--- config.mk ---
export PLATFORM = sky130hd
export DESIGN_NAME = clock_divider_bank
export DESIGN_NICKNAME = d
export VERILOG_FILES = /design/src/rtl/clock_divider_bank.sv
export SDC_FILE = /design/constraint.sdc
export NUM_CORES = 1
export LEC_CHECK = 0
export CAP_MARGIN = 20
export CORE_ASPECT_RATIO = 1.75
export CORE_MARGIN = 2
export CORE_UTILIZATION = 40
export CTS_CLUSTER_DIAMETER = 120
export DETAILED_ROUTE_END_ITERATION = 16
export GPL_TIMING_DRIVEN = 0
export PLACE_DENSITY_LB_ADDON = 0.08
export RECOVER_POWER = 50
export SYNTH_ARGS = -nofsm -noshare
export SYNTH_HDL_FRONTEND = slang
export SYNTH_SLANG_ARGS = --single-unit
--- constraint.sdc ---
create_clock -name clk -period 8 [get_ports clk]
set_input_delay 0.8 -clock clk [delete_from_list [all_inputs] [get_ports clk]]
set_output_delay 0.8 -clock clk [all_outputs]
set_load 0.01 [all_outputs]
--- src/rtl/clock_divider_bank.sv ---
// clock_divider_bank: bank of programmable clock-enable dividers with a glitch-free output select.
// Divisor/mode changes and select switches take effect only at period boundaries.
module clock_divider_bank #(
  parameter int CH = 4,
  parameter int W = 8,
  parameter int DEF_DIV = 2,
  parameter int SW = $clog2(CH)
) (
  input  logic            clk,
  input  logic            rst_n,
  input  logic [CH*W-1:0] div,
  input  logic [CH-1:0]   mode,
  input  logic            load,
  input  logic [CH-1:0]   en,
  input  logic [SW-1:0]   sel,
  output logic [CH-1:0]   clk_out,
  output logic            dclk,
  output logic            sel_busy
);
  localparam logic [SW:0] max_sel = (SW+1)'(CH-1);
  logic [CH-1:0] boundary;
  logic [SW-1:0] pend, cur_sel;
  genvar i;
  for (i = 0; i < CH; i++) begin : g_ch
    logic [W-1:0] cnt, a, s, d;
    logic [W:0] half;
    logic m, sm, run, o, nxt;
    assign d = (a == '0) ? W'(1) : a;
    assign half = ({1'b0, d} + (W+1)'(1)) >> 1;
    assign nxt = !run || cnt == d - W'(1);
    // a disabled channel counts as a boundary so the select can move to it at once
    assign boundary[i] = !en[i] || nxt;
    assign clk_out[i] = o;
    always_ff @(posedge clk or negedge rst_n)
      if (!rst_n) begin
        cnt <= '0;
        o <= 1'b0;
        run <= 1'b0;
        a <= W'(DEF_DIV);
        s <= W'(DEF_DIV);
        m <= 1'b0;
        sm <= 1'b0;
      end else begin
        if (load) begin
          s <= div[i*W +: W];
          sm <= mode[i];
        end
        if (!en[i]) begin
          cnt <= '0;
          o <= 1'b0;
          run <= 1'b0;
        end else if (nxt) begin
          a <= s;
          m <= sm;
          cnt <= '0;
          o <= 1'b1;
          run <= 1'b1;
        end else begin
          cnt <= cnt + W'(1);
          o <= m && (({1'b0, cnt} + (W+1)'(1)) < half);
        end
      end
  end
  always_ff @(posedge clk or negedge rst_n)
    if (!rst_n) begin
      pend <= '0;
      cur_sel <= '0;
    end else begin
      pend <= ({1'b0, sel} > max_sel) ? max_sel[SW-1:0] : sel;
      if (pend != cur_sel && boundary[pend]) cur_sel <= pend;
    end
  assign dclk = clk_out[cur_sel];
  assign sel_busy = pend != cur_sel;
endmodule

# Word-level counts from Yosys, hierarchy flattened
# Cells that the tools add are included.
dict set report totals {
  ff_bits 116
}
dict set report op_classes {
  n_eq_ne 9
  magnitude_cmp 6
  reduce_logical 29
  n_mux 32
  addsub 16
}
# op count
set ops {}
lappend ops {{$mux W8} 12}
lappend ops {{$add A8 B1 Y9 const B} 8}
lappend ops {{$lt A9 B8 Y1} 4}
lappend ops {{$add A8 B1 Y8 const B} 4}
lappend ops {{$eq A8 B8 Y1} 4}
lappend ops {{$logic_not A8 Y1} 4}
lappend ops {{$sub A8 B1 Y8 const B} 4}
lappend ops {{$mux W1} 18}
lappend ops {{$logic_not A1 Y1} 8}
lappend ops {{$logic_or A1 B1 Y1} 8}
lappend ops {{$ne A2 B1 Y1 const B} 4}
lappend ops {{$reduce_and A2 Y1} 4}
lappend ops {{$lt A2 B3 Y1 const B} 2}
lappend ops {{$logic_and A1 B1 Y1} 5}
lappend ops {{$bmux W1 S2} 2}
lappend ops {{$ne A2 B2 Y1} 1}

# Depth between registers and ports, before layout
# Gate-level depths: netlist (run 1).
dict set report depth {
  depth_word 9
  depth_mapped 13
}

# Least setup slack after synthesis (run 1)
# Ideal clock, no wire load.
dict set report synth_path {
  path_kind {register to register}
  start {reg g_ch[0].a[2]}
  end {reg cur_sel[0]}
  t_required_ps 7874
  arrival_time_ps 2783
  synth_period_minus_slack_ps 2909
  stages_incl_launch_ff 14
  path_buffers 2
  setup_time_ps 126
  slack_ps 5091
  cell_sequence {dfrtp_1 -> buf_6 -> or4_4 -> nor2_1 -> nor2_1 -> ha_1 -> xor2_1 -> o2111a_1 -> nand4b_1 -> o41ai_2 -> or2_1 -> buf_6 -> o21ai_2 -> a221o_1}
}
dict set report synth_via {
  elab_chain_cells 9
}
# element line
set synth_lines {}
lappend synth_lines {{from (decl)} 25} ;# logic [W-1:0] cnt, a, s, d;
lappend synth_lines {{from (signal assigned)} 39} ;# a <= W'(DEF_DIV);
lappend synth_lines {{from (signal assigned)} 53} ;# a <= s;
lappend synth_lines {{$logic_not A8 Y1} 28} ;# assign d = (a == '0) ? W'(1) : a;
lappend synth_lines {{$mux W8 *} 28}
lappend synth_lines {{$sub A8 B1 Y8 *} 30} ;# assign nxt = !run || cnt == d - W'(1);
lappend synth_lines {{$eq A8 B8 Y1 *} 30}
lappend synth_lines {{$logic_or A1 B1 Y1 *} 30}
lappend synth_lines {{$logic_or A1 B1 Y1 *} 32} ;# assign boundary[i] = !en[i] || nxt;
lappend synth_lines {{$bmux W1 S2 *} 70} ;# if (pend != cur_sel && boundary[pend]) cur_sel <= pend;
lappend synth_lines {{$mux W1 (not written as such) *} 70}
lappend synth_lines {{$logic_and A1 B1 Y1 *} 70}
lappend synth_lines {{to (signal assigned)} 70}
lappend synth_lines {{to (decl)} 22} ;# logic [SW-1:0] pend, cur_sel;
# Every way passes the cells marked *; elsewhere a longest branch is shown, timed or not. The select of a mux whose other input is x is not followed.
# A chain may end at the register's enable or synchronous reset.

# Final worst setup path (run 1)
dict set report layout_path {
  start {reg g_ch[2].a[5]}
  end {reg cur_sel[0]}
}
dict set report layout_via {
  elab_chain_cells 9
}
# element line
set layout_lines {}
lappend layout_lines {{from (decl)} 25}
lappend layout_lines {{from (signal assigned)} 39}
lappend layout_lines {{from (signal assigned)} 53}
lappend layout_lines {{$logic_not A8 Y1} 28}
lappend layout_lines {{$mux W8 *} 28}
lappend layout_lines {{$sub A8 B1 Y8 *} 30}
lappend layout_lines {{$eq A8 B8 Y1 *} 30}
lappend layout_lines {{$logic_or A1 B1 Y1 *} 30}
lappend layout_lines {{$logic_or A1 B1 Y1 *} 32}
lappend layout_lines {{$bmux W1 S2 *} 70}
lappend layout_lines {{$mux W1 (not written as such) *} 70}
lappend layout_lines {{$logic_and A1 B1 Y1 *} 70}
# Marked as above.

==> flow_summary.json, run 1 <==
{
  "cpPeakStageDelay_ps": 700,
  "yosys_warnings": 0,
  "synthCells": 638,
  "status": "complete, but fails checks",
  "p_per_area_nw_per_um2": 234.2,
  "post-cts-setup-buffer-count": 0,
  "ant_nets": 0,
  "synth-xor-area-share_pct": 9.943,
  "ios": 51,
  "cts_htree_levels": 4,
  "worst_slack_ps": 4533,
  "cts.clk_slew.worst_paths_ps": 60,
  "grt_pass1_vias": 5172,
  "drcViolationCount": 0,
  "post_cts_resized": 0,
  "cp_data_required_time_ps": 8290,
  "avgSynthCellArea_um2": 10.63,
  "utilization_pct": 48.66,
  "synth-seq-cells": 116,
  "ctsRootBufferMaster": "clkbuf_16",
  "finalPower_mw": 1.914,
  "holdPathEnd": "g_ch[1].a[6]",
  "max_freq_mhz": 288.4,
  "wire_per_inst_um": 15.50,
  "rsz0062_at_grt": "false",
  "critPathBufInv": 1,
  "rr_endpoint": "cur_sel[0]",
  "min_period_ps": 3467,
  "cp_common_cell": "nor2_1",
  "worstSetupEndpointType": "flip-flop",
  "synth.area.mux_share_pct": 12.60,
  "cpLargestDelayFamily": "compound AO/OA/AOI/OAI gates",
  "grt_max_degree": 85,
  "yosys-top-cells-area": "dfrtp_1 40%, mux2_2 12%, ha_1 6.6%",
  "tightest_slew_ps": 1963,
  "insertion_delay_ps": 410,
  "post-route-period-util_pct": 43.34,
  "slew_headroom_pct": -30.84,
  "hold_depth": 1,
  "coreArea_um2": 16790,
  "place_ws_ps": 4559,
  "synthAdderAreaFrac_pct": 6.641,
  "cp.depth": 11,
  "die_area_um2": 18060,
  "slew_violations": 33,
  "start_kind": "flip-flop",
  "fp.dieW_um": 102.4,
  "async_flop_share_pct": 100.0,
  "holdBufCountCts": 0,
  "n_antenna_cell": 0,
  "grt-ovfl-total": 0,
  "reg2reg_depth": 11,
  "violations": "capacitance limit, slew limit",
  "die_h_um": 176.3,
  "synth_top_flop_cell": "dfrtp_1",
  "crit_chain": "clkbuf_1, nor3_1, a21oi_1, ha_1, nor2b_1, nor2_1, a2111oi_2, o221ai_1, o211ai_1, nor2_1, a221o_1",
  "whs_ps": 498.3,
  "finClkSkew_ps": 12.03,
  "netlist.area_leader.share_pct": 39.85,
  "hpwlAfterDp_um": 10880,
  "fin_area_um2": 8170,
  "area_growth_pct": 20.46,
  "syn_area_um2": 6783,
  "port_buffers": 49,
  "dr.pass1.iters": 4,
  "hold_violations": 0,
  "numPlacedInstances": 915,
  "antenna_found_initial": 0,
  "viasPerCell": 5.188,
  "yosysSeqAreaShare_pct": 42.94,
  "p_leak_nw": 3.426,
  "synthSimpleGateAreaFrac_pct": 14.52,
  "drv_cap": 1,
  "vias": 4913,
  "ff2ff_setup_slack_ps": 4530,
  "cts_buffers": 17,
  "cts_tree": "done",
  "drt_iter0_drc": 105,
  "clockBufferDepth": 2,
  "track_usage_pct": 17.75,
  "fin_tns_setup_ps": 0,
  "grt_pass1_wl_um": 25110,
  "crit_arrival_ps": 3750,
  "place_area_um2": 7586,
  "yosys.area.top_type": "dfrtp_1",
  "core.rowCount": 63,
  "path_max_fanout": 10,
  "instances_no_fill": 947,
  "synth.distinct_cells": 68,
  "cts.sinks": 116,
  "drive_gt1_share_pct": 19.58,
  "min_from": "g_ch[1].s[6]",
  "hold_class": "flip-flop to flip-flop",
  "synth_compound_area_share_pct": 9.389,
  "path_class": "flip-flop to flip-flop",
  "synth_top_family_by_area": "simple AND/OR/NAND/NOR gates",
  "irDropWorstVdd_mv": 0.1331,
  "synth_edf_count": 0,
  "gp_congestion": 0.8560,
  "r2r-start": "g_ch[2].a[5]",
  "wirelength_um": 14680,
  "nNetsFinal": 788,
  "synthesis.nets": 719,
  "slowest_stage": "o211ai_1",
  "setup_viol": 0,
  "start_util_pct": 40.40
}
layout make-up:
| class | count | area (µm²) |
|---|---|---|
| Sequential cell | 116 | 2913 |
| Fill cell | 1586 | 8620 |
| Clock buffer | 18 | 439.2 |
| Inverter | 22 | 82.58 |
| Timing Repair Buffer | 50 | 511.7 |
| Tap cell | 227 | 284.0 |
| Clock inverter | 14 | 152.6 |
| Buffer | 38 | 186.4 |
| Multi-Input combinational cell | 462 | 3601 |
worst max path at each step:
stage / startpoint / endpoint / slack (ps)
final: g_ch[2].a[5] / cur_sel[0] / 4530
after global routing: g_ch[2].a[5] / cur_sel[0] / 4260
after CTS: g_ch[1].a[3] / g_ch[1].a[7] / 4520
after detailed placement: g_ch[1].a[3] / g_ch[1].a[4] / 4560
after global placement: rst_n / g_ch[2].a[3] / 1540
after floorplan: g_ch[0].a[2] / cur_sel[0] / 5090
worst register-to-register path, stage by stage, from the launching register on:
cell,delay (ps)
dfrtp_1,320
clkbuf_1,390
nor3_1,160
a21oi_1,200
ha_1,250
nor2b_1,200
nor2_1,70
a2111oi_2,350
o221ai_1,220
o211ai_1,700
nor2_1,110
a221o_1,380
state kept, by name, summed over array words and instances (netlist names):
signal	cells
cur_sel	2
g_ch.o	4
g_ch.run	4
pend	2
g_ch.m	4
g_ch.cnt	32
g_ch.s	32
g_ch.a	32
g_ch.sm	4
Yosys cell counts, types with 4 or more instances:
| library cell | n |
|---|---|
| nor4_1 | 6 |
| nand2_1 | 34 |
| xor2_1 | 34 |
| buf_4 | 4 |
| a21oi_1 | 13 |
| ha_1 | 36 |
| nand3_1 | 24 |
| clkbuf_1 | 24 |
| mux2_2 | 73 |
| o21a_1 | 5 |
| and3_1 | 7 |
| xnor2_1 | 43 |
| a21boi_0 | 7 |
| inv_1 | 22 |
| nor3_1 | 10 |
| or3_1 | 4 |
| nand4_1 | 10 |
| dfstp_2 | 8 |
| dfrtp_1 | 108 |
| nor2_1 | 35 |
| buf_2 | 5 |
| and2b_1 | 11 |
| o21ai_0 | 24 |
| nor2b_1 | 19 |
report_power, final:
part,internal (mW),leakage (nW),switching [mW]
combinational,0.219,1.74,0.227
sequential,0.656,1.42,0.0510
clock,0.469,0.268,0.292
cell usage in the layout (no fill, tap or decap), types with 11 or more instances in the layout:
cell type	instances
a21oi_1	13
and2b_1	11
clkbuf_1	25
clkbuf_16	17
clkdlybuf4s50_1	44
dfrtp_1	108
ha_1	36
inv_1	22
mux2_2	73
nand2_1	34
nand3_1	24
nor2_1	35
nor2b_1	19
o21ai_0	24
xnor2_1	43
xor2_1	34
metal layers:
| metal | track usage [%] | share of wire, % | vias to the layer above |
|---|---|---|---|
| met5 | 0 | 0 | - |
| met4 | 5.444 | 1.4 | 0 |
| met3 | 3.761 | 2.8 | 16 |
| met2 | 32.03 | 55 | 82 |
| met1 | 20.59 | 41 | 2425 |
| li1 | - | - | 2390 |
cell families after synthesis:
group | Yosys count
DFF | 116
buffers and inverters | 60
and+or+nand+nor | 184
xor gates and xnor gates | 77
adders and majority gates | 36
muxes | 75
AOI/OAI and AO/OA | 90
Power figures use the tool's default switching activity.
==> run 2, diff against run 1 <==
clock period = 3.25 ns   (was 8 ns; I/O delays follow)
==> flow_summary.json, run 2 (synthesis gave the netlist of run 1 again) <==
{
  "critPathBufInv": 1,
  "rsz0062_at_grt": "true",
  "irDropWorstVdd_mv": 0.3309,
  "cts_tree": "done",
  "p_leak_nw": 3.486,
  "final_cell_mix": "108 x dfrtp_1, 73 x mux2_2, 43 x xnor2_1, 42 x clkdlybuf4s50_1, 36 x ha_1",
  "ant_nets": 0,
  "area_growth_pct": 22.97,
  "hold_class": "input port to flip-flop",
  "slew_headroom_pct": -32.33,
  "setup_viol": 0,
  "drv_cap": 1,
  "slowest_stage": "or4_4",
  "nNetsFinal": 795,
  "cts.clk_slew.worst_paths_ps": 60,
  "min_period_ps": 3150,
  "cpLargestDelayFamily": "simple AND/OR/NAND/NOR gates",
  "reg_top3": "g_ch.a: 32 flops, g_ch.cnt: 32 flops, g_ch.s: 32 flops",
  "hold_violations": 0,
  "start_kind": "flip-flop",
  "grt_pass1_wl_um": 25240,
  "max_freq_mhz": 317.5,
  "die_h_um": 176.3,
  "drt_iter0_drc": 104,
  "grt_max_degree": 85,
  "cts_buffers": 17,
  "n_antenna_cell": 0,
  "finClkSkew_ps": 10.56,
  "dr.pass1.iters": 4,
  "mostFrequentLayoutCell": "dfrtp_1",
  "path_max_fanout": 9,
  "viasPerCell": 5.164,
  "clockBufferDepth": 2,
  "drive_gt1_share_pct": 22.15,
  "post-route-period-util_pct": 96.92,
  "ios": 51,
  "port_buffers": 49,
  "p_per_area_nw_per_um2": 571.5,
  "hpwlAfterDp_um": 10880,
  "antenna_found_initial": 0,
  "cts.sinks": 116,
  "crit_arrival_ps": 3430,
  "fin_tns_setup_ps": 0,
  "start_util_pct": 40.40,
  "track_usage_pct": 17.82,
  "cts_htree_levels": 4,
  "crit_chain": "or4_4, nor2_2, nor2_1, ha_1, xor2_1, o2111a_1, nand4b_1, o41ai_4, or2_1, buf_6, o21ai_2, a221o_1",
  "ctsRootBufferMaster": "clkbuf_16",
  "vias": 4926,
  "core.rowCount": 63,
  "die_area_um2": 18060,
  "status": "complete, but fails checks",
  "violations": "capacitance limit, slew limit",
  "instances_no_fill": 954,
  "wirelength_um": 14780,
  "worstSetupEndpointType": "flip-flop",
  "grt_pass1_vias": 5200,
  "cp_data_required_time_ps": 3530,
  "wire_per_inst_um": 15.49,
  "path_class": "flip-flop to flip-flop",
  "tightest_slew_ps": 1985,
  "slew_violations": 33,
  "gp_congestion": 0.8560,
  "cpPeakStageDelay_ps": 550,
  "drcViolationCount": 0,
  "coreArea_um2": 16790,
  "grt-ovfl-total": 0,
  "insertion_delay_ps": 410,
  "numPlacedInstances": 915,
  "fp.dieW_um": 102.4
}
## run 2: cell types whose count changed in the layout (fill, tap and decap cells not counted), sizes merged
| cell | previous run | this run |
|---|---|---|
| clkdlybuf4s50 | 44 | 42 |
| clkbuf | 43 | 40 |
| dlygate4sd3 | 4 | 7 |
| buf | 15 | 24 |
## run 2: power by group
group | internal [mW] | leakage (nW) | switching, mW
registers | 1.61 | 1.42 | 0.160
clock network | 1.15 | 0.268 | 0.721
logic | 0.564 | 1.80 | 0.552
total | 3.33 | 3.49 | 1.43
## run 2: repair_timing
action | CTS | global route
endpoints found under the setup margin | 29 | 29
hold buffers | 1 | 0
resized for setup | 7 | 11
buffers inserted | 3 | 7
pin swaps | 1 | 11
endpoints found under the hold margin | 29 | 0
## run 2: stage by stage
stage	instance area, µm²	worst slack [ps]	total power [mW]	hold slack [ps]	utilization (%)
finish	8341	100.1	4.767	493.1	49.68
global route	8341	-20.13	5.053	472.5	49.68
CTS	8248	27.01	4.806	366.0	49.12
detailed placement	7586	-191.4	2.871	236.1	45.18
global placement	7557	-2730	2.828	483.6	45.01
floorplan	6783	341.3	2.538	29.41	-
## run 2: final timing paths
check	endpoint	cells after the start	from	slack [ps]
worst max-delay path	cur_sel[0]	12	g_ch[0].a[3]	100
worst min-delay path	pend[0]	1	sel[0]	490
worst max register to register	cur_sel[0]	12	g_ch[0].a[3]	100
worst min register to register	g_ch[1].a[6]	1	g_ch[1].s[6]	500
max in group asynchronous	g_ch[2].a[1]	3	rst_n	1000
min in group asynchronous	g_ch[1].s[2]	2	rst_n	1010
## run 2: metal layers
metal | vias to the layer above | share of wire (%) | global-route usage (%)
met1 | 2446 | 41 | 20.59
met3 | 15 | 2.4 | 3.800
met2 | 64 | 55 | 32.08
li1 | 2401 | - | -
met5 | - | 0 | 0
met4 | 0 | 1.5 | 5.722
## run 2: cell type report
type                       count  area [µm²]
buffer                        34       170.2
clock buffer                  18       439.2
clock inverter                14       152.6
fill                        1571        8449
inverter                      22       82.58
multi-input combinational    462        3702
sequential                   116        2913
tap                          227       284.0
timing repair buffer          61       596.8
==> run 3, diff against run 2 <==
ABC_AREA = 1   (was default)
CAP_MARGIN = default   (was 20)
==> flow_summary.json, run 3 <==
{
  "hpwlAfterDp_um": 12720,
  "ctsRootBufferMaster": "clkbuf_16",
  "wire_per_inst_um": 13.72,
  "cts_htree_levels": 4,
  "syn_area_um2": 7173,
  "synth_edf_count": 0,
  "cts.clk_slew.worst_paths_ps": 60,
  "slew_violations": 0,
  "path_max_fanout": 10,
  "synth-xor-area-share_pct": 7.937,
  "avgSynthCellArea_um2": 8.274,
  "yosys.area.top_type": "dfrtp_1",
  "p_per_area_nw_per_um2": 545.4,
  "core.rowCount": 64,
  "cpPeakStageDelay_ps": 460,
  "grtUsageMet1_pct": 19.53,
  "worstSetupEndpointType": "flip-flop",
  "synthSimpleGateAreaFrac_pct": 24.84,
  "path_class": "flip-flop to flip-flop",
  "cts.sinks": 116,
  "port_buffers": 49,
  "p_sw_share_pct": 29.41,
  "grt_pass1_vias": 5704,
  "gp_congestion": 0.8511,
  "ios": 51,
  "rsz0062_at_grt": "false",
  "multi_input_area_um2": 3591,
  "synth_top_flop_cell": "dfrtp_1",
  "grt_max_degree": 64,
  "seqCellArea_um2": 2913,
  "combPwrFrac_pct": 21.6,
  "synth.distinct_cells": 43,
  "yosysSeqAreaShare_pct": 40.61,
  "status": "complete, no violations",
  "drive_gt1_share_pct": 14.53,
  "viasPerCell": 4.761,
  "reg_top3": "g_ch.a: 32 flops, g_ch.cnt: 32 flops, g_ch.s: 32 flops",
  "post-route-period-util_pct": 87.14,
  "ant_nets": 0,
  "wirelength_um": 16210,
  "grt-ovfl-total": 0,
  "die_h_um": 181.2,
  "clockBufferDepth": 2,
  "p_sw_mw": 1.375,
  "setup_viol": 0,
  "die_area_um2": 19060,
  "nNetsFinal": 1018,
  "cpLargestDelayFamily": "simple AND/OR/NAND/NOR gates",
  "min_period_ps": 2832,
  "crit_chain": "inv_2, nand2_2, nor2_4, nand2_2, nand2_2, inv_2, ha_1, or2_2, nand3_1, nand3_1, nor2_1, nand3_1, nor2_1, nand2_2, nand3_4, nand2_4, buf_6, o21ai_2",
  "vias": 5623,
  "cp_data_required_time_ps": 3590,
  "antenna_found_initial": 0,
  "met3_usage_pct": 2.886,
  "netlist.area_leader.share_pct": 37.68,
  "p_leak_nw": 4.184,
  "yosys-top-cells-area": "dfrtp_1 38%, nand2_1 9.1%, inv_1 6.8%",
  "fin_tns_setup_ps": 0,
  "coreArea_um2": 17540,
  "drv_cap": 0,
  "synth-seq-cells": 116,
  "synth_compound_area_share_pct": 9.751,
  "seq_power_share_pct": 36.5,
  "start_kind": "flip-flop",
  "nFillCells": 1751,
  "synthAdderAreaFrac_pct": 6.279,
  "finClkSkew_ps": 12.22,
  "cts_tree": "done",
  "start_util_pct": 40.90,
  "utilization_pct": 48.89,
  "max_freq_mhz": 353.1,
  "post_cts_resized": 0,
  "cp_common_cell": "nand2_2",
  "synthTopCellsByCount": "173 x nand2_1, 129 x inv_1, 108 x dfrtp_1",
  "critPathBufInv": 3,
  "n_antenna_cell": 0,
  "use_met2_pct": 34.76,
  "yosys_warnings": 0,
  "drt_iter0_drc": 160,
  "crit_arrival_ps": 3170,
  "cts_buffers": 17,
  "insertion_delay_ps": 420,
  "area_growth_pct": 19.54,
  "slew_headroom_pct": 9.019,
  "fp.dieW_um": 105.2,
  "synthCells": 867,
  "dr.pass1.iters": 4,
  "synth_top_family_by_area": "simple AND/OR/NAND/NOR gates",
  "internal_power_mw": 3.302,
  "final_cell_mix": "173 x nand2_1, 129 x inv_1, 108 x dfrtp_1, 67 x nor2_1, 47 x xor2_1",
  "grt_pass1_wl_um": 27500,
  "track_usage_pct": 18.21,
  "drcViolationCount": 0,
  "synth.area.mux_share_pct": 1.256,
  "mostFrequentLayoutCell": "nand2_1",
  "slowest_stage": "dfrtp_1",
  "async_flop_share_pct": 100.0,
  "grt_busiest_layer": "met2",
  "synthesis.nets": 948,
  "synth_most_common_cell": "nand2_1",
  "hold_class": "input port to flip-flop",
  "hold_violations": 0,
  "irDropWorstVdd_mv": 0.2388,
  "power_frac_clock_pct": 42.0,
  "tightest_slew_ps": 1365
}
==> run 3: cell count changes after synthesis, sizes merged, moves of 25 or more <==
cell,delta
o21ai,+54
nand2,+156
mux2,-65
nor2,+48
inv,+117
xnor2,-25
==> run 3: power by group through the flow <==
stage	sequential, mW	combinational [mW]	clock (mW)
floorplan	1.69	0.756	0
global placement	1.73	1.02	0
detailed placement	1.73	1.03	0
CTS	1.71	1.04	2.02
global route	1.73	1.16	2.08
finish	1.70	1.01	1.96
==> run 3: area by class of cell <==
cell class | instances | area share [%]
Clock inverter | 11 | 1.853
Timing Repair Buffer | 51 | 5.866
Tap cell | 231 | 3.371
Clock buffer | 21 | 5.253
Sequential cell | 116 | 33.97
Multi-Input combinational cell | 588 | 41.88
Buffer | 23 | 1.678
Inverter | 140 | 6.129
==> run 3: per-layer routing <==
metal	vias up	wire length [µm]
met5	-	0
met4	0	423
met3	26	283
met2	60	8989
met1	2641	6509
li1	2896	-
==> run 3: cell families (layout without fill, tap and decap cells) <==
| logic type | Yosys count | after routing |
|---|---|---|
| and+or+nand+nor | 370 | 370 |
| muxes | 8 | 8 |
| adders and majority gates | 36 | 36 |
| DFF | 116 | 116 |
| AOI/OAI and AO/OA | 109 | 109 |
| xor gates and xnor gates | 65 | 65 |
| buffers and inverters | 163 | 246 |
==> run 3: per-stage QoR <==
stage               hold WS [ps]  cells  worst slack [ps]  total power, mW  instance area (µm²)
global placement           465.7   1147             -3045            2.745                 7953
floorplan                  29.41    867             838.5            2.450                 7173
global route               462.4   1181             128.8            4.967                 8574
finish                     442.1   1181             418.0            4.677                 8574
CTS                        328.3   1181             364.0            4.763                 8601
detailed placement         325.2   1148             387.0            2.760                 7981
==> run 3: worst paths after layout <==
path	from	end	slack [ps]	cells past startpoint
max	g_ch[1].a[3]	g_ch[1].a[6]	420	18
min	div[25]	g_ch[3].s[1]	440	3
max reg2reg	g_ch[1].a[3]	g_ch[1].a[6]	420	18
min reg2reg	g_ch[0].s[1]	g_ch[0].a[1]	470	2
max in group asynchronous	rst_n	g_ch[2].s[0]	870	3
min in group asynchronous	rst_n	g_ch[3].cnt[1]	740	2
==> run 3: timing repair <==
item | 4_1_cts | 5_1_grt
endpoints found under the hold margin | 49 | 0
hold buffers | 1 | 0
setup buffers | 0 | 0
==> run 3: worst min-delay path, stage by stage <==
cell and delay [ps]:
clkdlybuf4s50_1 390, nand2_1 60, o21ai_0 70
